===== config.mk =====
export PLATFORM = sky130hd
export DESIGN_NAME = braille_pager
export DESIGN_NICKNAME = d
export VERILOG_FILES = /design/src/rtl/braille_pager.sv
export SDC_FILE = /design/constraint.sdc
export NUM_CORES = 2
export LEC_CHECK = 0
export ABC_AREA = 1
export CAP_MARGIN = 25
export CORE_ASPECT_RATIO = 0.6
export CORE_MARGIN = 5
export CORE_UTILIZATION = 30
export DETAILED_ROUTE_END_ITERATION = 12
export GPL_ROUTABILITY_DRIVEN = 0
export PLACE_DENSITY = 0.54
export SLEW_MARGIN = 30
export SYNTH_ARGS = -nofsm -noshare
export SYNTH_HDL_FRONTEND = slang
export SYNTH_SLANG_ARGS = --single-unit

===== constraint.sdc =====
create_clock -name clk -period 12.92 [get_ports clk]
set_input_delay 2.584 -clock clk [delete_from_list [all_inputs] [get_ports clk]]
set_output_delay 2.584 -clock clk [all_outputs]
set_load 0.03 [all_outputs]

===== src/rtl/braille_pager.sv =====
// ============================================================================
// Module   : braille_pager
// Purpose  : Multi-cell braille page buffer. Loads a cell stream from the
//            braille converter into an internal buffer and presents it
//            NUM_READERS cells at a time. Pages move forward on the "next"
//            button and back on the "prev" button; short last pages are
//            padded and malformed load requests are flagged.
// Optional : BRAILLE_PAGER_AUTOADV_EN - when defined, SHOW advances by itself
//            every AUTO_TICKS clocks as if "next" had been pressed.
// Ports    : clk, reset            - clock, synchronous active-high reset
//            braille_out/_size     - cell data / message length in cells
//            braille_start/_valid  - load request / data strobe
//            next, prev            - asynchronous active-low button levels
//            reader_out            - NUM_READERS cells, cell 0 in the LSBs
//            busy, page_idx,       - status: not IDLE, current page,
//            last_page, load_err     final page shown, rejected load pulse
// Revision : 1.0 - initial release
// ============================================================================
`default_nettype none

module braille_pager #(
    parameter int                NUM_READERS = 4,
    parameter int                CELL_W      = 8,
    parameter int                DEPTH       = 256,
    parameter logic [CELL_W-1:0] START_CODE  = 8'h17,
    parameter logic [CELL_W-1:0] END_CODE    = 8'h01,
    parameter logic [CELL_W-1:0] PAD_CODE    = 8'h00,
    parameter int                AUTO_TICKS  = 1000,
    localparam int               SIZE_W      = $clog2(DEPTH + 1),
    localparam int               PAGE_W      = $clog2(DEPTH)
) (
    input  logic                          clk,
    input  logic                          reset,
    input  logic [CELL_W-1:0]             braille_out,
    input  logic [SIZE_W-1:0]             braille_size,
    input  logic                          braille_start,
    input  logic                          braille_valid,
    input  logic                          next,
    input  logic                          prev,
    output logic [NUM_READERS*CELL_W-1:0] reader_out,
    output logic                          busy,
    output logic [PAGE_W-1:0]             page_idx,
    output logic                          last_page,
    output logic                          load_err
);

    localparam int RD_W = NUM_READERS * CELL_W;

    typedef enum logic [2:0] {
        S_IDLE    = 3'd0,
        S_LOADING = 3'd1,
        S_START   = 3'd2,
        S_SHOW    = 3'd3,
        S_END     = 3'd4
    } state_t;

    state_t             state_q, state_d;
    logic [SIZE_W-1:0]  size_q, size_d;
    logic [SIZE_W-1:0]  wr_ptr_q, wr_ptr_d;
    logic [PAGE_W-1:0]  page_q, page_d;
    logic [RD_W-1:0]    reader_q, reader_d;
    logic               last_page_q, last_page_d;
    logic               load_err_q, load_err_d;
    logic               busy_q, busy_d;

    logic [CELL_W-1:0]  mem_q [DEPTH];

    // Button synchronisers: meta -> sync -> delayed copy for edge detect.
    logic               next_meta_q, next_sync_q, next_dly_q;
    logic               prev_meta_q, prev_sync_q, prev_dly_q;
    logic               w_next_fall, w_prev_fall;
    logic               w_next_only, w_prev_only;
    logic               w_auto, w_adv;

    logic               w_fill_start, w_fill_end, w_load_page;
    logic [PAGE_W-1:0]  w_last;
    logic [RD_W-1:0]    w_cells;

    assign w_next_fall = next_dly_q & ~next_sync_q;
    assign w_prev_fall = prev_dly_q & ~prev_sync_q;
    // Simultaneous presses cancel each other out.
    assign w_next_only = w_next_fall & ~w_prev_fall;
    assign w_prev_only = w_prev_fall & ~w_next_fall;

    // Index of the final page: ceil(size / NUM_READERS) - 1.
    assign w_last = PAGE_W'((32'(size_q) + 32'(NUM_READERS) - 32'd1) / 32'(NUM_READERS) - 32'd1);

`ifdef BRAILLE_PAGER_AUTOADV_EN
    localparam int CNT_W = (AUTO_TICKS > 1) ? $clog2(AUTO_TICKS) : 1;

    logic [CNT_W-1:0] cnt_q, cnt_d;

    // Manual presses (even cancelled pairs) take priority over the timer.
    assign w_auto = (state_q == S_SHOW) && (cnt_q == CNT_W'(AUTO_TICKS - 1))
                    && !w_next_fall && !w_prev_fall;

    always_comb begin
        cnt_d = '0;
        if ((state_q == S_SHOW) && (state_d == S_SHOW) && (page_d == page_q)
            && !w_next_fall && !w_prev_fall) begin
            cnt_d = cnt_q + CNT_W'(1);
        end
    end

    always_ff @(posedge clk) begin
        if (reset) begin
            cnt_q <= '0;
        end else begin
            cnt_q <= cnt_d;
        end
    end
`else
    assign w_auto = 1'b0;
`endif

    assign w_adv = w_next_only | w_auto;

    // Cells of the page about to be displayed; reads past size are padding,
    // which also hides stale buffer contents from earlier messages.
    for (genvar k = 0; k < NUM_READERS; k++) begin : g_cell
        logic [31:0] w_idx;
        assign w_idx = 32'(page_d) * 32'(NUM_READERS) + 32'(k);
        assign w_cells[k*CELL_W +: CELL_W] =
            (w_idx < 32'(size_q)) ? mem_q[w_idx[PAGE_W-1:0]] : PAD_CODE;
    end

    // Next-state logic.
    always_comb begin
        state_d      = state_q;
        size_d       = size_q;
        wr_ptr_d     = wr_ptr_q;
        page_d       = page_q;
        load_err_d   = 1'b0;
        w_fill_start = 1'b0;
        w_fill_end   = 1'b0;
        w_load_page  = 1'b0;

        case (state_q)
            S_IDLE: begin
                if (braille_start) begin
                    if ((braille_size != '0) && (braille_size <= SIZE_W'(DEPTH))) begin
                        size_d   = braille_size;
                        wr_ptr_d = '0;
                        state_d  = S_LOADING;
                    end else begin
                        load_err_d = 1'b1;
                    end
                end
            end
            S_LOADING: begin
                if (braille_valid) begin
                    wr_ptr_d = wr_ptr_q + SIZE_W'(1);
                    if (wr_ptr_q == size_q - SIZE_W'(1)) begin
                        state_d      = S_START;
                        page_d       = '0;
                        w_fill_start = 1'b1;
                    end
                end
            end
            S_START: begin
                if (w_next_only) begin
                    state_d     = S_SHOW;
                    page_d      = '0;
                    w_load_page = 1'b1;
                end
            end
            S_SHOW: begin
                if (w_adv) begin
                    if (page_q < w_last) begin
                        page_d      = page_q + PAGE_W'(1);
                        w_load_page = 1'b1;
                    end else begin
                        state_d    = S_END;
                        page_d     = '0;
                        w_fill_end = 1'b1;
                    end
                end else if (w_prev_only) begin
                    if (page_q != '0) begin
                        page_d      = page_q - PAGE_W'(1);
                        w_load_page = 1'b1;
                    end else begin
                        state_d      = S_START;
                        page_d       = '0;
                        w_fill_start = 1'b1;
                    end
                end
            end
            S_END: begin
                state_d = S_IDLE;
            end
            default: begin
                state_d = S_IDLE;
                page_d  = '0;
            end
        endcase
    end

    // Registered output values.
    always_comb begin
        reader_d = reader_q;
        if (w_fill_start) begin
            reader_d = {NUM_READERS{START_CODE}};
        end else if (w_fill_end) begin
            reader_d = {NUM_READERS{END_CODE}};
        end else if (w_load_page) begin
            reader_d = w_cells;
        end
        last_page_d = (state_d == S_SHOW) && (page_d == w_last);
        busy_d      = (state_d != S_IDLE);
    end

    always_ff @(posedge clk) begin
        if (reset) begin
            state_q     <= S_IDLE;
            size_q      <= '0;
            wr_ptr_q    <= '0;
            page_q      <= '0;
            reader_q    <= '0;
            last_page_q <= 1'b0;
            load_err_q  <= 1'b0;
            busy_q      <= 1'b0;
            next_meta_q <= 1'b0;
            next_sync_q <= 1'b0;
            next_dly_q  <= 1'b0;
            prev_meta_q <= 1'b0;
            prev_sync_q <= 1'b0;
            prev_dly_q  <= 1'b0;
        end else begin
            state_q     <= state_d;
            size_q      <= size_d;
            wr_ptr_q    <= wr_ptr_d;
            page_q      <= page_d;
            reader_q    <= reader_d;
            last_page_q <= last_page_d;
            load_err_q  <= load_err_d;
            busy_q      <= busy_d;
            next_meta_q <= next;
            next_sync_q <= next_meta_q;
            next_dly_q  <= next_sync_q;
            prev_meta_q <= prev;
            prev_sync_q <= prev_meta_q;
            prev_dly_q  <= prev_sync_q;
        end
    end

    // Buffer RAM is deliberately left out of reset.
    always_ff @(posedge clk) begin
        if ((state_q == S_LOADING) && braille_valid) begin
            mem_q[wr_ptr_q[PAGE_W-1:0]] <= braille_out;
        end
    end

    assign reader_out = reader_q;
    assign busy       = busy_q;
    assign page_idx   = page_q;
    assign last_page  = last_page_q;
    assign load_err   = load_err_q;

endmodule

`default_nettype wire


==> key figures <==
Die
  – Die Area: 326000 sq um
  – Core area: 313000 sq um
  – Starting density of the core: 0.302
  – # IOs: 66
  – Die Ht: 445 um
  – Num rows: 159
  – Die W: 734 um

Timing
  – Final Skew: 0.0634 ns
  – Setup-failing EPs final: 0
  – Unrepaired setup endpoints after global routing: no
  – Minimum clock period: 7.88 ns
  – Final Hold Vio Count: 0
  – Slew @ Worst Pin: 1.15 ns
  – Setup total negative slack: 0 ns
  – Final Max Slew Viols: 0
  – Max-Slew Margin vs Limit: 0.233
  – Fmax: 127 MHz
  – Setup ws final: 5.04 ns
  – Hold slack: 0.404 ns
  – Period utilization: 0.610

GRT
  – First-pass GRT wire length: 451000 um
  – Vias in the first global route: 63.9k
  – Largest net degree at the start of global routing: 208
  – Initial antenna violation count: 16
  – GR Overflow Total: 0
  – Total GRT Usage: 0.182

Logic synthesis
  – Post-synth ARST share: 0
  – Avg Inst Size Synth: 10.2 sq um
  – EDFF count, synth: 2048
  – Syn Std Cell Area: 94400 sq um
  – Post-synth top area share: 0.651
  – Cell count after synthesis: 9224
  – Post-synth top cells: nand2_1, edfxtp_1, nand3_1
  – Synth Register Bits: 2118
  – Mapped Nets: 9271
  – Top-count cell post-synth: nand2_1
  – Yosys Warn Count: 0
  – Netlist cell types: 41
  – Cell accounting for the most synthesized area: edfxtp_1
  – Synth Flop Type: edfxtp_1
  – Largest cells by area after synthesis: edfxtp_1, nand2_1, nand3_1
  – Seq/Total Area, Yosys: 0.666

Place
  – Port bufs: 65
  – Detailed placer's ending HPWL: 174000 um
  – Post-place setup slack: 4.73 ns

Flow run
  – Max-cap viol count: 0

Setup path
  – Critical Path RT: 13.65 ns
  – R2R Path End: reader_out[0]
  – Worst Path Arrival: 8.61 ns
  – CP most frequent cell: nand3_1
  – Critical-path top delay cell: buf_4
  – FF-to-FF setup slack: 5.04 ns
  – WS Path Type: flip-flop to flip-flop
  – Endpoint type of the worst setup path: flip-flop
  – FF-to-FF path depth: 29
  – RR Startpoint: size_q[0]
  – Crit start category: flip-flop
  – Crit path max fanout: 85
  – Crit path largest cell delay: 0.86 ns

Detailed routing
  – DR vias/cell: 5.18
  – DRT iter0 DRCs: 8850
  – Routed vias: 68.8k
  – # DRC: 0
  – DRT Pass-1 Iters: 6
  – Per-cell routed wire length: 23.3 um
  – Post-DRT Antenna Nets: 0
  – DRT Wirelength: 309000 um

CTS
  – Clock Latency Late Sink: 0.90 ns
  – CTS tree: built
  – CTS Sinks: 2118
  – Clock Pin Slew Worst Setup and Hold Paths: 0.07 ns
  – Post-CTS Setup Bufs: 0
  – Clock buffer count from CTS: 190
  – Clock tree buffer depth: 4
  – Cts hold-fix bufs: 0
  – Clock root buffer master: clkbuf_16
  – Post-cts resize count: 0
  – CTS H-tree lvls: 4

Power
  – Sequential power share: 0.562
  – Leakage: 40.0 nW
  – Pwr dens: 128 nW/um^2
  – Switching share of power: 0.212
  – Int Power: 10.5 mW
  – Worst vdd ir: 0.0000977 V
  – Clock Power Share: 0.419
  – P_sw: 2.84 mW
  – Logic gate share of total power: 0.019

Finish
  – Register area: 62900 sq um
  – Multi-input gate area: 24500 sq um
  – Area Growth Syn to Fin: 10.5%
  – Layout cell share with drive strength beyond 1: 0.0480
  – Nets: 8981
  – Fill count: 31.5k
  – Finished Core Util: 0.333

Min path
  – Hold path startpoint: prev_meta_q
  – Hold path cells: 2
  – Hold crit path type: flip-flop to flip-flop
  – Worst Hold Path EP: prev_sync_q

Run status
  – Status: finished, final reports clean
[cells by family (layout without fill, tap and decap cells)]
kind of cell             count (synthesis)  in the layout  synth area share
buffers and inverters                 1766           1621            0.0763
adder cells (fa/ha/maj)                 24             24           0.00318
other                                    0              3                 0
AO/OA/AOI/OAI                          106            106           0.00607
flip-flops                            2118           2118             0.666
AND/OR/NAND/NOR                       5183           5183             0.246
XOR/XNOR                                27             27           0.00250
[critical path: cells and delay by family, from the launching register on]
kind / cells / cell delay (ns)
compound gates: 1 / 0.10
xor+xnor: 2 / 0.28
fa+ha+maj: 2 / 0.60
buf+inv: 5 / 2.76
flops: 1 / 0.44
simple gates: 19 / 3.38
[per-stage QoR]
step           power (mW)  instances  cell area (sq um)
2_1_floorplan        7.75       9224              94400
3_3_place_gp         7.92      12900              98400
3_5_place_dp         7.93      12900              98500
4_1_cts              13.4      13300             104000
5_1_grt              13.8      13300             104000
6_report             13.4      13300             104000
[layer usage]
metal | vias to the layer above | track usage | part of all wire
met1 | 34200 | 0.286 | 0.46
met5 | - | 0 | 0.00017
met3 | 383 | 0.0468 | 0.11
met4 | 8 | 0.0351 | 0.019
met2 | 3479 | 0.250 | 0.40
li1 | 30800 | - | -
[sequential cells by signal (all words and copies together), names as in the netlist]
register     flops
state_q          3
size_q           9
load_err         1
next_dly_q       1
wr_ptr_q         9
next_sync_q      1
prev_meta_q      1
mem_q         2048
prev_sync_q      1
prev_dly_q       1
last_page        1
page_idx         8
next_meta_q      1
busy             1
reader_out      32
[area by class of cell]
type / count / share of cell area
well taps: 4186 / 0.0502
clock buffers: 250 / 0.0494
repair buffers: 169 / 0.0162
diodes: 3 / 0.0000719
multi-input cells: 5340 / 0.235
inverters: 1115 / 0.0405
flip-flops and latches: 2118 / 0.603
clock inverters: 87 / 0.00614
[worst max path at each step]
stage / from / to / slack [ns] / cells after the start
2_1_floorplan: braille_valid / reader_out[19] / 7.75 / 21
3_3_place_gp: braille_valid / reader_out[31] / 4.75 / 22
3_5_place_dp: braille_valid / reader_out[9] / 4.73 / 22
4_1_cts: size_q[0] / reader_out[3] / 5.19 / 29
5_1_grt: size_q[0] / reader_out[3] / 4.49 / 29
6_report: size_q[0] / reader_out[0] / 5.04 / 29
[placed cells by master (no fill, tap or decap), types with 35 or more instances in the layout]
cell | netlist | layout
nand2_1 | 2612 | 2588
edfxtp_1 | 2048 | 2048
nand3_1 | 1482 | 1482
inv_1 | 1100 | 1098
nand4_1 | 713 | 713
nor2_1 | 334 | 327
clkbuf_16 | 0 | 194
buf_4 | 38 | 83
dfxtp_1 | 70 | 70
clkdlybuf4s50_1 | 0 | 57
a21oi_1 | 57 | 56
clkbuf_1 | 258 | 47
clkinv_1 | 1 | 39
o21ai_0 | 35 | 35
[power by group through the flow]
stage | Clock (mW) | Sequential (mW) | Combinational (mW)
3_3_place_gp | 0 | 7.68 | 0.242
5_1_grt | 5.97 | 7.53 | 0.268
6_report | 5.61 | 7.53 | 0.252
4_1_cts | 5.66 | 7.53 | 0.249
2_1_floorplan | 0 | 7.68 | 0.0686
3_5_place_dp | 0 | 7.68 | 0.249
No activity file was read; power rests on OpenSTA's default activity.
